File: src/rtl/noc_local_inject_arbiter_pkg.sv
// noc_local_inject_arbiter_pkg: flit width and arbiter state type shared by the injection arbiter slice
`ifndef Noc_Data_Width
`define Noc_Data_Width 32
`endif
package noc_local_inject_arbiter_pkg;
  localparam int FLIT_W = `Noc_Data_Width;
  typedef enum logic {IDLE, LOCKED} arb_state_e;
endpackage

File: src/rtl/noc_rr_picker.sv
// noc_rr_picker: combinational round-robin select, searching from ptr+1 with wrap
module noc_rr_picker #(
  parameter int NUM_SRC = 4,
  parameter int SRC_W = 2
) (
  input  logic [NUM_SRC-1:0] req,
  input  logic [SRC_W-1:0]   ptr,
  output logic [NUM_SRC-1:0] onehot,
  output logic [SRC_W-1:0]   index,
  output logic               any
);
  always_comb begin
    onehot = '0;
    index = '0;
    any = 1'b0;
    for (int k = 1; k <= NUM_SRC; k++) begin
      if (!any && req[(int'(ptr) + k) % NUM_SRC]) begin
        any = 1'b1;
        index = SRC_W'((int'(ptr) + k) % NUM_SRC);
        onehot[(int'(ptr) + k) % NUM_SRC] = 1'b1;
      end
    end
  end
endmodule

File: src/rtl/noc_local_inject_arbiter.sv
// noc_local_inject_arbiter: packet-locked round-robin sharing of one router local injection port,
// with a one-entry output register, forwarded-packet counter and framing-error pulse
module noc_local_inject_arbiter
  import noc_local_inject_arbiter_pkg::*;
#(
  parameter int NUM_SRC = 4,
  parameter int SRC_W = 2,
  parameter int CNT_W = 16
) (
  input  logic                      noc_clk,
  input  logic                      noc_rst_n,
  input  logic [NUM_SRC-1:0]        src_valid,
  output logic [NUM_SRC-1:0]        src_ready,
  input  logic [NUM_SRC*FLIT_W-1:0] src_flit,
  input  logic [NUM_SRC-1:0]        src_is_header,
  input  logic [NUM_SRC-1:0]        src_is_tail,
  output logic                      sender_valid,
  input  logic                      sender_ready,
  output logic [FLIT_W-1:0]         sender_flit,
  output logic                      sender_is_header,
  output logic                      sender_is_tail,
  output logic [SRC_W-1:0]          grant_id,
  output logic                      busy,
  output logic [CNT_W-1:0]          pkt_count,
  output logic                      proto_err
);
  arb_state_e state, state_nx;
  logic [SRC_W-1:0] rr_ptr, hdr_idx, bad_idx, sel;
  logic [NUM_SRC-1:0] hdr_oh, bad_oh;
  logic hdr_any, bad_any, can_load, xfer, fwd, drop, sel_hdr, sel_tail;
  logic [FLIT_W-1:0] sel_flit;
  noc_rr_picker #(.NUM_SRC(NUM_SRC), .SRC_W(SRC_W)) u_hdr_pick (
    .req(src_valid & src_is_header), .ptr(rr_ptr), .onehot(hdr_oh), .index(hdr_idx), .any(hdr_any)
  );
  // pointer parked on the last source makes the search start at 0: lowest-index drain
  noc_rr_picker #(.NUM_SRC(NUM_SRC), .SRC_W(SRC_W)) u_bad_pick (
    .req(src_valid & ~src_is_header), .ptr(SRC_W'(NUM_SRC-1)), .onehot(bad_oh), .index(bad_idx), .any(bad_any)
  );
  assign can_load = !sender_valid || sender_ready;
  assign sel = (state == LOCKED) ? grant_id : hdr_any ? hdr_idx : bad_idx;
  assign sel_flit = src_flit[int'(sel)*FLIT_W +: FLIT_W];
  assign sel_hdr = src_is_header[sel];
  assign sel_tail = src_is_tail[sel];
  assign xfer = src_valid[sel] && src_ready[sel];
  assign fwd = xfer && (state == LOCKED || hdr_any);
  assign drop = state == IDLE && !hdr_any && bad_any && can_load;
  always_ff @(posedge noc_clk or negedge noc_rst_n)
    if (!noc_rst_n) state <= IDLE;
    else state <= state_nx;
  always_comb
    state_nx = (fwd && state == IDLE && !sel_tail) ? LOCKED :
               (fwd && state == LOCKED && sel_tail) ? IDLE : state;
  always_comb begin
    src_ready = '0;
    if (noc_rst_n && can_load)
      src_ready = (state == LOCKED) ? NUM_SRC'(1) << grant_id : hdr_any ? hdr_oh : bad_oh;
    busy = state == LOCKED;
  end
  always_ff @(posedge noc_clk or negedge noc_rst_n) begin
    if (!noc_rst_n) begin
      sender_valid <= 1'b0;
      sender_flit <= '0;
      sender_is_header <= 1'b0;
      sender_is_tail <= 1'b0;
      rr_ptr <= SRC_W'(NUM_SRC-1);
      grant_id <= '0;
      pkt_count <= '0;
      proto_err <= 1'b0;
    end else begin
      proto_err <= drop || (fwd && state == LOCKED && sel_hdr);
      if (fwd) begin
        sender_valid <= 1'b1;
        sender_flit <= sel_flit;
        sender_is_header <= sel_hdr;
        sender_is_tail <= sel_tail;
      end else if (sender_ready) begin
        sender_valid <= 1'b0;
      end
      if (fwd && state == IDLE) grant_id <= sel;
      if (fwd && sel_tail) begin
        rr_ptr <= sel;
        pkt_count <= pkt_count + CNT_W'(1);
      end
    end
  end
endmodule
File: config.mk
export PLATFORM = sky130hd
export DESIGN_NAME = noc_local_inject_arbiter
export DESIGN_NICKNAME = d
export VERILOG_FILES = /design/src/rtl/noc_local_inject_arbiter_pkg.sv /design/src/rtl/noc_rr_picker.sv /design/src/rtl/noc_local_inject_arbiter.sv
export SDC_FILE = /design/constraint.sdc
export NUM_CORES = 1
export LEC_CHECK = 0
export CAP_MARGIN = 25
export CORE_ASPECT_RATIO = 1.1
export CORE_MARGIN = 4
export CORE_UTILIZATION = 45
export DETAILED_ROUTE_END_ITERATION = 8
export PLACE_DENSITY = 0.88
export SLEW_MARGIN = 30
export SYNTH_ARGS = -nofsm -noshare
export SYNTH_HDL_FRONTEND = slang
export SYNTH_SLANG_ARGS = --single-unit
File: constraint.sdc
create_clock -name noc_clk -period 6.1 [get_ports noc_clk]
set_input_delay 1.22 -clock noc_clk [delete_from_list [all_inputs] [get_ports noc_clk]]
set_output_delay 1.22 -clock noc_clk [all_outputs]
set_load 0.05 [all_outputs]
After elaboration in Yosys (flattened, before gate mapping)
Cells that the tools add are included.

$add $sub $neg: 5. $lt $le $gt $ge: 9. Shifts and indexed selects: 2. Mux-type cells: 60. Bitwise logic cells: 11. Reductions and logical operators: 40.

Operators with widths (count): 128-bit by 8-bit variable part select with 32-bit output (1); 4-bit 2-to-1 mux (8); 1-bit 2-to-1 mux (30); 1-bit logical AND (22); 2-bit 2-to-1 mux (9); 16-bit by 1-bit adder with 16-bit output (second input constant) (1); 1-bit binary-select mux with 2-bit select (8); 3-bit by 4-bit < comparator with 1-bit output (second input constant) (4); 3-bit by 1-bit >= comparator with 1-bit output (second input constant) (4); 4-bit OR (3); 1-bit logical NOT (9); 4-bit bitwise AND (2); 1-bit demux with 2-bit select (4); 2-bit OR reduction (4); 2-bit by 1-bit adder with 2-bit output (second input constant) (2); 2-bit adder (second input constant) (2); 1-bit bitwise AND (first input constant) (4); 4-bit inverter (1); 2-bit nonzero test (2); 1-bit by 2-bit left shift with 4-bit output (first input constant) (1); 1-bit logical OR (3); 2-bit by 3-bit < comparator with 1-bit output (second input constant) (1); 3-bit 2-to-1 mux (1); 1-bit inverter (1).

Bits in registers: 57. Input port bits: 143. Output and inout bits: 59. Logic and storage cells: 136.

Logic depth before layout (Yosys ltp)
Word-level depth: 27. Depth in mapped cells: 15. Gate-level depth less buffers: 11.

By module
Synthesis repeated with hierarchy kept, for this count alone.

Cells, all modules: 399. Area total of the unflattened synthesis: 4769.6 um2.

By module, submodules not included: noc_local_inject_arbiter (times used 1, cells an instance 245, area an instance 3614.7 um2, seq. area each 1428.9 um2); noc_rr_picker at u_hdr_pick (times used 1, cells an instance 86, area an instance 629.4 um2, seq. area each 0.0 um2); noc_rr_picker at u_bad_pick (times used 1, cells an instance 68, area an instance 525.5 um2, seq. area each 0.0 um2).

Least setup slack after synthesis
OpenSTA, ideal clock, no wires.

Path type: input -> output. Start: in src_valid[3]. End: out src_ready[0]. Arrival time: 3.448 ns. Data required time: 4.880 ns. Setup slack: 1.432 ns. Cell stages on the path: 5. Buffers on the path: 0. Cell sequence: and2_1 mux4_2 and3b_1 o2111ai_1 a21boi_0.

Cells in the longest elaborated chain, start to end: 17. Elaborated cells on any way between the ends: 33. Those cells by class: mux: 23; bitwise: 4; reduce/logical: 6.

RTL lines: start, declared (RTL line noc_local_inject_arbiter.sv:12) `input logic [NUM_SRC-1:0] src_valid,`; 4-bit bitwise AND * (RTL line noc_local_inject_arbiter.sv:33) `.req(src_valid & src_is_header), .ptr(rr_ptr), .onehot(hdr_oh), .index(hdr_idx), .any(hdr_any)`; 1-bit binary-select mux with 2-bit select (RTL line noc_rr_picker.sv:17) `if (!any && req[(int'(ptr) + k) % NUM_SRC]) begin`; 1-bit 2-to-1 mux (implied by the code) (2 in a row) (RTL line noc_rr_picker.sv:17); 1-bit 2-to-1 mux (RTL line noc_rr_picker.sv:17); 1-bit logical NOT (RTL line noc_rr_picker.sv:17); 1-bit logical AND (RTL line noc_rr_picker.sv:17); 1-bit 2-to-1 mux (RTL line noc_rr_picker.sv:17); 1-bit logical NOT (RTL line noc_rr_picker.sv:17); 1-bit logical AND (RTL line noc_rr_picker.sv:17); 1-bit 2-to-1 mux (RTL line noc_rr_picker.sv:17); 1-bit logical NOT (RTL line noc_rr_picker.sv:17); 1-bit logical AND (RTL line noc_rr_picker.sv:17); 4-bit 2-to-1 mux / 1-bit 2-to-1 mux (equally long branches) (RTL line noc_rr_picker.sv:17); 4-bit 2-to-1 mux * (2 in a row) (RTL line noc_local_inject_arbiter.sv:56) `src_ready = (state == LOCKED) ? NUM_SRC'(1) << grant_id : hdr_any ? hdr_oh : bad_oh;`; 4-bit 2-to-1 mux * (RTL line noc_local_inject_arbiter.sv:55) `if (noc_rst_n && can_load)`; end, declared (RTL line noc_local_inject_arbiter.sv:13) `output logic [NUM_SRC-1:0] src_ready,`.

Every way passes the cells marked *; elsewhere a longest branch is shown, timed or not. The select of a mux whose other input is x is not followed.

Worst setup path in the final report
Start: in src_valid[0]. End: out src_ready[0].

Cells in the longest elaborated chain, start to end: 17. Elaborated cells on any way between the ends: 38. Those cells by class: mux: 27; bitwise: 5; reduce/logical: 6.

RTL lines (RTL line): 4-bit bitwise AND (noc_local_inject_arbiter.sv:33); 1-bit binary-select mux with 2-bit select (noc_rr_picker.sv:17); 1-bit 2-to-1 mux (implied by the code) (2 in a row) (noc_rr_picker.sv:17); 1-bit 2-to-1 mux (noc_rr_picker.sv:17); 1-bit logical NOT (noc_rr_picker.sv:17); 1-bit logical AND (noc_rr_picker.sv:17); 1-bit 2-to-1 mux (noc_rr_picker.sv:17); 1-bit logical NOT (noc_rr_picker.sv:17); 1-bit logical AND (noc_rr_picker.sv:17); 1-bit 2-to-1 mux (noc_rr_picker.sv:17); 1-bit logical NOT (noc_rr_picker.sv:17); 1-bit logical AND (noc_rr_picker.sv:17); 4-bit 2-to-1 mux / 1-bit 2-to-1 mux (equally long branches) (noc_rr_picker.sv:17); 4-bit 2-to-1 mux * (2 in a row) (noc_local_inject_arbiter.sv:56); 4-bit 2-to-1 mux * (noc_local_inject_arbiter.sv:55).

Marks and branches as above.

==> results.cfg <==
[synth]
syn_area_sq_mm = 0.00417
avgSynthCellArea_sq_um = 7.37
yosysWarningCount = 0
ys_async_sr_fraction_pct = 100
synth_top_area_share_pct = 33.0
synth_area_leaders = dfrtp_1, nand2_1, o21ai_0, nand3_1, ha_1
yosysTopAreaCell = dfrtp_1
synth_edf_count = 0
synthCells = 566
synth_ff_type = dfrtp_1
synth_nets = 718
yosysSeqAreaShare_pct = 34.3
yosysUniqueCellTypes = 60
synth_seq_cells = 57

[worst_setup_path]
crit_end = src_ready[0]
rr_endpoint = pkt_count[9]
crit_arrival_ns = 4.10
crit_family = buffers and inverters
slowest_delay_ns = 0.84
rr_worst_depth = 12
r2r_slack_ns = 1.39
path_buf_inv = 2
crit_chain = clkdlybuf4s50_1 > nand2_2 > mux4_2 > and3b_1 > o2111ai_1 > a21boi_0 > clkdlybuf4s50_1
crit_start = src_valid[0]
reg2reg_from = rr_ptr[1]
critical_path_depth = 7
cp_slowest_cell = clkdlybuf4s50_1
crit_path_frequent_cell = clkdlybuf4s50_1
cp-end-kind = output pin
startpoint_type = input pin
cp_max_fo = 7
critical_path_class = input pin to output pin
required_ns = 4.88

[placed_design]
hpwl_mm = 11.4
placed_cells = 852
post-place-ws_ns = 0.777
place.gp.congestion = 0.971
place_area_sq_mm = 0.00622
io_buffers = 201

[final_layout]
drive_gt1_share_pct = 6.50
final_nets = 901
design_area_sq_mm = 0.00644
area_growth_pct = 54.4
finalNonFillerCells = 868
diodes = 0

[global_route]
grt_first_pass_wirelength_mm = 23.1
use_met1_pct = 31.1
antenna_found_initial = 0
grt_max_degree = 67
busiest_layer = met2
grt_use_met2_pct = 46.8
grt.overflow.total = 0
first_global_vias = 4673
met3_usage_pct = 8.96
track_usage_pct = 27.3

[timing]
setup_viol = 0
finalClockSkew_ns = 0.0112
max_freq_mhz = 188
setup_tns_ns = 0
worst_pin_slew_ns = 0.900
grt_setup_unrepaired = false
max_slew_margin_pct = 40.0
setup_slack_ns = 0.775
finalMaxSlewViolations = 0
finalHoldViolCount = 0
finalCriticalPeriod_ns = 5.32
post-route-period-util_pct = 87.3

[floorplanning]
start_util_pct = 46.5
fp.dieH_um = 109
dieArea_sq_mm = 0.0109
io_pins = 202
die_w_um = 99.8
core_sq_mm = 0.00896
row_count = 36

[detailed_routing]
via_per_inst = 5.45
num_vias = 4729
dr.first_iter.drc_count = 291
firstDrtPassIters = 5
wl_mm = 14.8
wl_per_cell_um = 17.0
final_antenna_net_count = 0
drc = 0

[clock_tree]
cts_buffer_depth = 2
hold_buffers = 0
post_cts_buffers = 0
cts.sinks = 57
cts_buffers = 9
worstSkewPairLatency_ns = 0.34
ctsResizeCount = 0
htreeDepth = 3
cts_tree = built
clockRootBuffer = clkbuf_8
path_clk_slew_ns = 0.06

[job]
drv_cap = 0

[outcome]
status = complete, no violations

[power_and_ir_drop]
power_density_mw_per_mm2 = 550
p_leak_uw = 0.00287
ir_drop_mv = 0.286

[min_path]
hold_path.class = flip-flop to flip-flop
holdPathStages = 1
[flip-flops by register name, summed over array words and instances, names as in the netlist]
signal            cells
sender_flit          32
pkt_count            16
grant_id              2
rr_ptr                2
busy                  1
proto_err             1
sender_is_header      1
sender_is_tail        1
sender_valid          1
[power breakdown]
group	internal [uW]	total (uW)	switching, uW
Combinational	830	2460	1630
Clock	240	394	154
Sequential	545	682	137
[final cells by class]
type                       instances  area (sq um)
multi-input combinational        470          2580
inverter                           5          18.8
tap                              114           143
clock inverter                     5          78.8
sequential                        57          1430
fill                             710          2520
timing repair buffer             206          2040
clock buffer                      11           141
[kinds of logic (layout without fill, tap and decap cells)]
| kind of cell | after synthesis | count (layout) | synth area share (%) |
|---|---|---|---|
| DFF | 57 | 57 | 34.3 |
| xor gates and xnor gates | 15 | 15 | 3.15 |
| and+or+nand+nor | 316 | 316 | 33.6 |
| AOI/OAI and AO/OA | 116 | 116 | 17.4 |
| muxes | 14 | 14 | 4.95 |
| buffers and inverters | 39 | 227 | 3.84 |
| adders and majority gates | 9 | 9 | 2.70 |
[layer usage]
metal	vias to the layer above	share of wire, %
met2	214	50
met1	2175	38
li1	2304	-
met5	-	0
met4	0	3.5
met3	36	9.1
[worst min path at each step]
| stage | from | endpoint | slack, ns |
|---|---|---|---|
| after floorplan | rr_ptr[1] | rr_ptr[1] | 0.54 |
| after global placement | sender_flit[30] | sender_flit[30] | 0.46 |
| after detailed placement | sender_flit[21] | sender_flit[21] | 0.47 |
| after CTS | sender_flit[24] | sender_flit[24] | 0.49 |
| after global routing | sender_flit[25] | sender_flit[25] | 0.50 |
| final | sender_is_header | sender_is_header | 0.48 |
[cells in the mapped netlist, drive strengths merged, types with 4 or more instances]
cell	count
xnor2	4
nor3	10
and2	7
ha	9
and3	6
a21oi	7
buf	14
o21ai	73
clkbuf	20
mux2i	6
inv	4
nand2	220
nor2b	4
a211oi	5
nor2	8
mux4	5
nor4	4
nand4	4
dfrtp	55
nand2b	5
nand3	41
xor2	11
[stage by stage]
stage / utilization (%) / power [uW] / hold slack (ns)
after CTS: 71.8 / 3560 / 0.488
after detailed placement: 69.4 / 3150 / 0.473
after global placement: 69.4 / 3140 / 0.460
after floorplan: - / 2420 / 0.540
after global routing: 71.8 / 3820 / 0.500
final: 71.8 / 3540 / 0.483
[cell usage in the layout, fill, tap and decap left out, types with 3 or more instances in the layout]
cell	netlist	layout
nand2_1	218	218
clkdlybuf4s50_1	0	200
o21ai_0	73	73
dfrtp_1	55	55
nand3_1	41	41
xor2_1	11	11
clkbuf_8	0	10
ha_1	9	9
nor2_1	8	8
a21oi_1	7	7
and2_1	7	6
nor3_1	6	6
mux2i_1	6	6
and3_1	6	6
mux4_2	5	5
nand2b_1	5	5
buf_4	0	5
a211oi_1	4	4
nor2b_1	4	4
nand4_1	4	4
xnor2_1	4	4
nor4_2	4	4
nor3_2	4	4
inv_1	3	3
mux2_2	3	3
No activity file was read; power rests on OpenSTA's default activity.
